===== config.mk =====
export PLATFORM = sky130hd
export DESIGN_NAME = hamm_scrub_ctrl
export DESIGN_NICKNAME = d
export VERILOG_FILES = /design/src/rtl/hamm_scrub_ctrl.sv
export SDC_FILE = /design/constraint.sdc
export NUM_CORES = 1
export LEC_CHECK = 0
export CAP_MARGIN = 10
export CORE_UTILIZATION = 55
export DETAILED_ROUTE_END_ITERATION = 10
export GPL_ROUTABILITY_DRIVEN = 1
export GPL_TIMING_DRIVEN = 0
export PLACE_DENSITY = 0.92
export SKIP_CTS_REPAIR_TIMING = 1
export SLEW_MARGIN = 5
export SYNTH_ARGS = -nofsm -noshare
export SYNTH_HDL_FRONTEND = slang
export SYNTH_SLANG_ARGS = --single-unit

===== constraint.sdc =====
create_clock -name clk -period 3.85 [get_ports clk]
set_clock_uncertainty 0.2 [all_clocks]
set_input_delay 0.385 -clock clk [delete_from_list [all_inputs] [get_ports clk]]
set_output_delay 0.385 -clock clk [all_outputs]
set_load 0.05 [all_outputs]

===== src/rtl/hamm_scrub_ctrl.sv =====
`default_nettype none
`timescale 1ns/1ps
// +----------------------------------------------------------------------------+
// | hamm_scrub_ctrl: walks a SEC-DED protected bank, fixes single-bit errors   |
// | in place and counts/flags uncorrectable words.                             |
// | Rev 1.0                                                                    |
// +----------------------------------------------------------------------------+
module hamm_scrub_ctrl #(
  parameter int p_dataSize          = 32,
  parameter int p_checkSize         = 7,
  parameter int p_depth             = 8,
  parameter bit p_zeroWordDetection = 1'b1
) (
  input  logic                              clk,
  input  logic                              rstN,
  input  logic                              start,
  input  logic                              hold,
  input  logic                              clr_counts,
  output logic                              rd_en,
  output logic [$clog2(p_depth)-1:0]        addr,
  input  logic [p_dataSize+p_checkSize-1:0] rd_codeword,
  output logic                              wr_en,
  output logic [p_dataSize+p_checkSize-1:0] wr_codeword,
  output logic                              busy,
  output logic                              done,
  output logic [7:0]                        ce_count,
  output logic [7:0]                        ue_count,
  output logic                              ue_flag,
  output logic [$clog2(p_depth)-1:0]        ue_addr
);

  localparam int HAM_BITS = p_checkSize - 1;
  localparam int HAM_POS  = p_dataSize + HAM_BITS;
  localparam int CW_BITS  = p_dataSize + p_checkSize;
  localparam int AW       = $clog2(p_depth);
  localparam logic [AW-1:0] LAST_ADDR = AW'(p_depth - 1);

  typedef enum logic [2:0] {
    ST_IDLE  = 3'd0,
    ST_READ  = 3'd1,
    ST_CHECK = 3'd2,
    ST_WRITE = 3'd3,
    ST_NEXT  = 3'd4,
    ST_DONE  = 3'd5
  } state_t;

  // Data bits occupy the non-power-of-two Hamming positions, LSB first.
  function automatic logic [HAM_BITS-1:0] calc_check(input logic [p_dataSize-1:0] d);
    logic [HAM_BITS-1:0] c;
    int di;
    c  = '0;
    di = 0;
    for (int p = 1; p <= HAM_POS; p++) begin
      if ((p & (p - 1)) != 0) begin
        for (int i = 0; i < HAM_BITS; i++) begin
          if (p[i]) c[i] = c[i] ^ d[di];
        end
        di++;
      end
    end
    return c;
  endfunction

  function automatic logic [p_dataSize-1:0] fix_data(input logic [p_dataSize-1:0] d,
                                                     input logic [HAM_BITS-1:0]   syn);
    logic [p_dataSize-1:0] r;
    int di;
    r  = d;
    di = 0;
    for (int p = 1; p <= HAM_POS; p++) begin
      if ((p & (p - 1)) != 0) begin
        if (int'(syn) == p) r[di] = ~r[di];
        di++;
      end
    end
    return r;
  endfunction

  state_t                state_q, state_d;
  logic [AW-1:0]         addr_q, addr_d;
  logic [CW_BITS-1:0]    wr_codeword_q, wr_codeword_d;
  logic [7:0]            ce_count_q, ce_count_d;
  logic [7:0]            ue_count_q, ue_count_d;
  logic                  ue_flag_q, ue_flag_d;
  logic [AW-1:0]         ue_addr_q, ue_addr_d;

  logic [p_dataSize-1:0] rx_data;
  logic [HAM_BITS-1:0]   syndrome;
  logic                  parity_bad;
  logic                  zero_word;
  logic                  is_ue;
  logic                  is_ce;
  logic [p_dataSize-1:0] fixed_data;
  logic [HAM_BITS-1:0]   fixed_check;
  logic                  ce_inc;
  logic                  ue_inc;

  assign rx_data     = rd_codeword[p_dataSize-1:0];
  assign syndrome    = calc_check(rx_data) ^ rd_codeword[p_dataSize +: HAM_BITS];
  assign parity_bad  = ^rd_codeword;
  assign zero_word   = p_zeroWordDetection && (rd_codeword == '0);
  // A bad overall parity means one flipped bit, wherever it landed.
  assign is_ue       = zero_word || (!parity_bad && (syndrome != '0));
  assign is_ce       = !zero_word && parity_bad;
  assign fixed_data  = fix_data(rx_data, syndrome);
  assign fixed_check = calc_check(fixed_data);

  always_comb begin
    state_d       = state_q;
    addr_d        = addr_q;
    wr_codeword_d = wr_codeword_q;
    ce_count_d    = ce_count_q;
    ue_count_d    = ue_count_q;
    ue_flag_d     = ue_flag_q;
    ue_addr_d     = ue_addr_q;
    rd_en         = 1'b0;
    wr_en         = 1'b0;
    done          = 1'b0;
    ce_inc        = 1'b0;
    ue_inc        = 1'b0;
    busy          = (state_q != ST_IDLE) && (state_q != ST_DONE);

    case (state_q)
      ST_IDLE: begin
        if (start && !hold) begin
          state_d = ST_READ;
          addr_d  = '0;
        end
      end
      ST_READ: begin
        if (!hold) begin
          rd_en   = 1'b1;
          state_d = ST_CHECK;
        end
      end
      ST_CHECK: begin
        if (is_ue) begin
          ue_inc  = 1'b1;
          state_d = ST_NEXT;
        end else if (is_ce) begin
          ce_inc        = 1'b1;
          wr_codeword_d = {^{fixed_check, fixed_data}, fixed_check, fixed_data};
          state_d       = ST_WRITE;
        end else begin
          state_d = ST_NEXT;
        end
      end
      ST_WRITE: begin
        wr_en   = 1'b1;
        state_d = ST_NEXT;
      end
      ST_NEXT: begin
        if (addr_q == LAST_ADDR) begin
          addr_d  = '0;
          state_d = ST_DONE;
        end else begin
          addr_d  = addr_q + AW'(1);
          state_d = ST_READ;
        end
      end
      ST_DONE: begin
        done    = 1'b1;
        state_d = ST_IDLE;
      end
      default: state_d = ST_IDLE;
    endcase

    // A clear wins over any event recorded in the same cycle.
    if (clr_counts) begin
      ce_count_d = '0;
      ue_count_d = '0;
      ue_flag_d  = 1'b0;
      ue_addr_d  = '0;
    end else begin
      if (ce_inc && (ce_count_q != 8'hFF)) ce_count_d = ce_count_q + 8'd1;
      if (ue_inc && (ue_count_q != 8'hFF)) ue_count_d = ue_count_q + 8'd1;
      if (ue_inc) begin
        ue_flag_d = 1'b1;
        if (!ue_flag_q) ue_addr_d = addr_q;
      end
    end
  end

  always_ff @(posedge clk or negedge rstN) begin
    if (!rstN) begin
      state_q       <= ST_IDLE;
      addr_q        <= '0;
      wr_codeword_q <= '0;
      ce_count_q    <= '0;
      ue_count_q    <= '0;
      ue_flag_q     <= 1'b0;
      ue_addr_q     <= '0;
    end else begin
      state_q       <= state_d;
      addr_q        <= addr_d;
      wr_codeword_q <= wr_codeword_d;
      ce_count_q    <= ce_count_d;
      ue_count_q    <= ue_count_d;
      ue_flag_q     <= ue_flag_d;
      ue_addr_q     <= ue_addr_d;
    end
  end

  assign addr        = addr_q;
  assign wr_codeword = wr_codeword_q;
  assign ce_count    = ce_count_q;
  assign ue_count    = ue_count_q;
  assign ue_flag     = ue_flag_q;
  assign ue_addr     = ue_addr_q;

endmodule
`default_nettype wire


* Yosys cells after proc, flatten, opt, wreduce, memory -nomap -nowiden
Cells that the tools add are included.
Cells by class: add/sub/neg operators 3, equal/unequal tests 44, mux-type cells 59, bitwise operators 202, reductions and logical operators 24
Operators with widths (count):
- XOR 1 bit | 168
- equality test 6 bit (second input constant) | 21
- equality test 6 x 5 -> 1 bit (second input constant) | 7
- 2-to-1 mux 8 bit | 5
- logical NOT 39 bit | 1
- parity 39 bit | 1
- parity 38 bit | 1
- 2-to-1 mux 3 bit | 11
- NOT 1 bit | 33
- 2-to-1 mux 32 bit | 1
- 2-to-1 mux 31 bit | 1
- 2-to-1 mux 30 bit | 1
- 2-to-1 mux 29 bit | 1
- 2-to-1 mux 28 bit | 1
- 2-to-1 mux 27 bit | 1
- 2-to-1 mux 26 bit | 1
- 2-to-1 mux 25 bit | 1
- 2-to-1 mux 24 bit | 1
- 2-to-1 mux 23 bit | 1
- 2-to-1 mux 22 bit | 1
- 2-to-1 mux 21 bit | 1
- 2-to-1 mux 20 bit | 1
- 2-to-1 mux 19 bit | 1
- equality test 6 x 4 -> 1 bit (second input constant) | 3
- other kinds (37) | 67
Word-level totals: bits in registers 65, output and inout bits 66, word-level logic and storage cells 339

* Longest topological paths before layout
depth after elaboration 69, depth in mapped cells 14, depth with buffers taken out 13

* Least setup slack after synthesis
No wires, ideal clock.
kind input -> register, start input rd_codeword[25], end register wr_codeword_q[38], in the netlist wr_codeword[38], arrival 3.850 ns, path slack -0.325 ns, stages on the path 12, cells stage by stage buf_2 > xor3_1 > xnor3_2 > xor3_2 > nor4_4 > o21ai_2 > xnor2_2 > xnor3_1 > xnor3_2 > xnor3_1 > xnor3_1 > mux2_2
Between the ends: longest elaborated chain between the ends 56, elaborated cells on any way between the ends 175, classes of those cells eq/ne: 32; mux: 32; bitwise: 101; reduce/logical: 10
Ends and longest elaborated chain:
- from (decl) | line 21 | input logic [p_dataSize+p_checkSize-1:0] rd_codeword,
- XOR 1 bit (4 in series) | line 56 | if (p[i]) c[i] = c[i] ^ d[di];
- XOR 6 bit | line 99 | assign syndrome = calc_check(rx_data) ^ rd_codeword[p_dataSize +: HAM_BITS];
- equality test 6 x 3 -> 1 bit | line 72 | if (int'(syn) == p) r[di] = ~r[di];
- 2-to-1 mux 1 bit | line 72
- 2-to-1 mux 2 bit | line 72
- 2-to-1 mux 3 bit | line 72
- 2-to-1 mux 4 bit | line 72
- 2-to-1 mux 5 bit | line 72
- (+21 left out)
- 2-to-1 mux 27 bit | line 72
- 2-to-1 mux 28 bit | line 72
- 2-to-1 mux 29 bit | line 72
- 2-to-1 mux 30 bit | line 72
- 2-to-1 mux 31 bit | line 72
- 2-to-1 mux 32 bit | line 72
- XOR 1 bit (17 in series) | line 56
- parity 38 bit | line 142 | wr_codeword_d = {^{fixed_check, fixed_data}, fixed_check, fixed_data};
- to (signal assigned) | line 196 | wr_codeword_q <= wr_codeword_d;
- to (decl) | line 81 | logic [CW_BITS-1:0] wr_codeword_q, wr_codeword_d;
Parallel ways exist; a longest one is shown, timed or not. A chain may end at the register's enable or synchronous reset.

* Final worst setup path
start input rd_codeword[31], end register wr_codeword_q[38], in the netlist wr_codeword[38]
Between the ends: longest elaborated chain between the ends 53, elaborated cells on any way between the ends 164, classes of those cells eq/ne: 32; mux: 32; bitwise: 90; reduce/logical: 10
Ends and longest elaborated chain (line):
- XOR 1 bit | 56
- XOR 6 bit | 99
- equality test 6 x 3 -> 1 bit | 72
- 2-to-1 mux 1 bit | 72
- 2-to-1 mux 2 bit | 72
- 2-to-1 mux 3 bit | 72
- 2-to-1 mux 4 bit | 72
- 2-to-1 mux 5 bit | 72
- (+21 left out)
- 2-to-1 mux 27 bit | 72
- 2-to-1 mux 28 bit | 72
- 2-to-1 mux 29 bit | 72
- 2-to-1 mux 30 bit | 72
- 2-to-1 mux 31 bit | 72
- 2-to-1 mux 32 bit | 72
- XOR 1 bit (17 in series) | 56
- parity 38 bit | 142
Parallel ways exist; a longest one is shown, timed or not.

==> impl_metrics.csv <==
group,metric,value,unit
layout,final_cell_mix,"86 x xnor2_1, 73 x clkdlybuf4s50_1, 65 x dfrtp_1",
place,preCtsSetupSlack,-1.63,ns
synthesis,synth_edf_count,0,
clocking,clock_path_buffers,2,
timing,fin_tns_setup,-0.576,ns
place,dp_cells,766,
critical_path,path_max_fanout,4,
clocking,clock_latency,0.36,ns
critical_path,cp.arrival,4.38,ns
global_route,grt_pass1_vias,4334,
timing,finalWorstSetupSlack,-0.489,ns
place,place_hpwl,12.0,mm
synthesis,synthMuxAreaShare,5.56,%
timing,finalHoldViolCount,0,
global_route,grt_max_degree,66,
clocking,clkSlewWorstSetupHoldPaths,0.09,ns
synthesis,synthXorXnorAreaFrac,38.2,%
synthesis,syn_area,5560,um^2
place,place_congestion,0.956,
drt,antenna_left,0,
timing,worst_pin_slew,0.792,ns
critical_path,max_stage_delay,0.46,ns
drt,avgRoutedWirePerCell,21.0,um
layout,postLayoutCellArea,7890,um^2
drt,via_per_inst,5.65,
clocking,cts_buffers,9,
layout,final_util,80.7,%
run_status,outcome,"complete, but fails checks",
drt,drcViolationCount,0,
layout,drive_above_1_share,27.2,%
pwr,finalPower,7.23,mW
timing,holdWs,0.224,ns
floorplan,die_h,103,um
synthesis,synth_compound_area_share,4.34,%
layout,num_antenna_cells,0,
critical_path,worst_ep_required_time,3.89,ns
timing,finalSetupViolCount,2,
global_route,top_usage_layer,"met2",
floorplan,coreArea,9770,um^2
floorplan,rows,36,
floorplan,start_util,56.9,%
synthesis,synth_seq_area_share,29.2,%
critical_path,cp-start-kind,"primary input",
drt,dr.pass1.iters,5,
synthesis,ys_async_sr_fraction,100,%
floorplan,io_pins,110,
layout,fin_cells,836,
global_route,grt_pass1_wl,22.8,mm
critical_path,path_cells,"buf_8, xor3_1, xnor3_2, buf_6, xnor3_2, buf_4, nor2_4, buf_4, nand4_1, xnor2_2, xnor2_1, xnor3_2, xnor2_1, xnor3_1, mux2_4",
drt,vias,4727,
synthesis,synth_area_leader_cell,"dfrtp_1",
critical_path,reg2reg_slack,1.60,ns
global_route,met1_usage,38.4,%
critical_path,reg2reg_to,"wr_codeword[7]",
layout,nNetsFinal,765,
place,post_dp_cell_area,6780,um^2
critical_path,ff2ff_path_depth,5,
run,maxCapViolations,0,
critical_path,criticalPathCategory,"primary input to flop",
synthesis,synth_area_per_cell,10.5,um^2
synthesis,ys_types,47,
synthesis,synth_top_family_by_area,"XOR/XNOR gates",
pwr,leakage,3.75,nW
critical_path,cpMaxStageDelayCell,"xnor3_2",
pwr,vdd_drop_max,0.632,mV
critical_path,cp_top_family,"XOR/XNOR gates",
worst_hold_path,min_from,"clr_counts",
synthesis,synth_warnings,0,
timing,maxSlewHeadroom,47.2,%
clocking,cts_root_buf,"clkbuf_8",
drt,drt-total-wl,17.6,mm
drt,drt_iter0_drc,351,
synthesis,synth-simple-area-share,13.0,%
clocking,htree_levels,3,
synthesis,synth_top_area_share,29.2,%
global_route,grt_use_total,29.6,%
critical_path,regToRegStartpoint,"state_q[1]",
global_route,antenna_found_initial,0,
timing,clock.fmax,230,MHz
global_route,met2_usage,49.9,%
worst_hold_path,hold_class,"primary input to flop",
critical_path,cp-end-kind,"flop",
synthesis,synth_area_leaders,"dfrtp_1 29%, xnor2_1 17%, xnor3_1 8.5%",
synthesis,netlist_instances,532,
layout,final_common_cell,"xnor2_1",
timing,finalWorstPathRequiredPeriod,4.34,ns
clocking,cts_tree,"built",
floorplan,dieArea,10500,um^2
run_status,failed_checks,"setup timing",
timing,fin_crit_sh,113,%
timing,slew_violations,0,
worst_hold_path,holdPathStages,2,
floorplan,fp.dieW,103,um
critical_path,critPathMostFrequentCell,"xnor3_2",
layout,area_delta_synth_final,41.7,%
critical_path,critPathBufInv,4,
synthesis,synth_adder_area_share,5.17,%
global_route,grt.met3_usage,5.63,%
clocking,clock_sinks,65,
timing,rsz0062_at_grt,"yes",
place,io_buffer_count,101,
pwr,powerDensity,917,nW/um^2
synthesis,ys_ff_latch,65,
global_route,grt_remaining_overflow,0,
worst_hold_path,whs_endpoint,"ue_addr[0]",
synthesis,ys.flop_type,"dfrtp_1",
synthesis,syn-num-nets,599,
## worst reg2reg max path, stage by stage, from the launching register on
cell      delay (ns)
dfrtp_1         0.45
nand2b_1        0.18
or2_1           0.28
buf_2           0.31
clkbuf_2        0.32
mux2_2          0.40
## area by class of cell
cell class / count / area [um^2]
fillers: 553 / 1890
multi-input cells: 406 / 4110
clock inverters: 6 / 91.3
clock buffers: 10 / 138
inverters: 42 / 158
repair buffers: 155 / 1490
flip-flops and latches: 65 / 1630
plain buffers: 19 / 106
well taps: 133 / 166
## layer usage
layer	vias to the layer above	share of wire [%]	wire, um
li1	2094	-	-
met1	2336	39	6830
met2	238	50	8810
met3	59	6.7	1180
met4	0	4.2	746
met5	-	0	0
## worst max-delay path by stage
stage | startpoint | slack [ns] | depth (start not counted) | end
detailed placement | rd_codeword[26] | -1.63 | 14 | wr_codeword[38]
global placement | rd_codeword[26] | -1.60 | 14 | wr_codeword[38]
global route | rd_codeword[31] | -0.54 | 15 | wr_codeword[38]
finish | rd_codeword[31] | -0.49 | 15 | wr_codeword[38]
floorplan | rd_codeword[25] | -0.18 | 12 | wr_codeword[38]
CTS | rd_codeword[26] | -1.26 | 14 | wr_codeword[38]
## power by group
group          total [mW]  internal [mW]  switching, mW
registers            1.07          0.918          0.153
clock network       0.683          0.385          0.299
logic                5.47           2.51           2.96
## cell families after synthesis
kind of cell	Yosys count
compound gates	38
simple gates	140
fa+ha+maj	23
flops	65
buf+inv	61
xor+xnor	177
mux	28
## sequential cells by signal (all words and copies together), names as in the netlist
| signal | count |
|---|---|
| ce_count | 8 |
| ue_flag | 1 |
| ue_count | 8 |
| addr | 3 |
| wr_codeword | 39 |
| state_q | 3 |
| ue_addr | 3 |
## cell usage after synthesis, drive strengths merged, types with 2 or more instances
master and count:
a32o 3, nand2b 2, nor2 41, xor3 6
mux2 23, xor2 28, and4 2, buf 8
a21oi 2, ha 23, a31oi 2, mux2i 5
nand3 11, and3 4, a211oi 2, o21ai 23
nand4 10, nor3 6, a22oi 3, nand2 52
dfrtp 65, xnor3 28, inv 42, xnor2 115
nor4 7, clkbuf 11
Note: power is estimated with default switching activity, not from simulation.
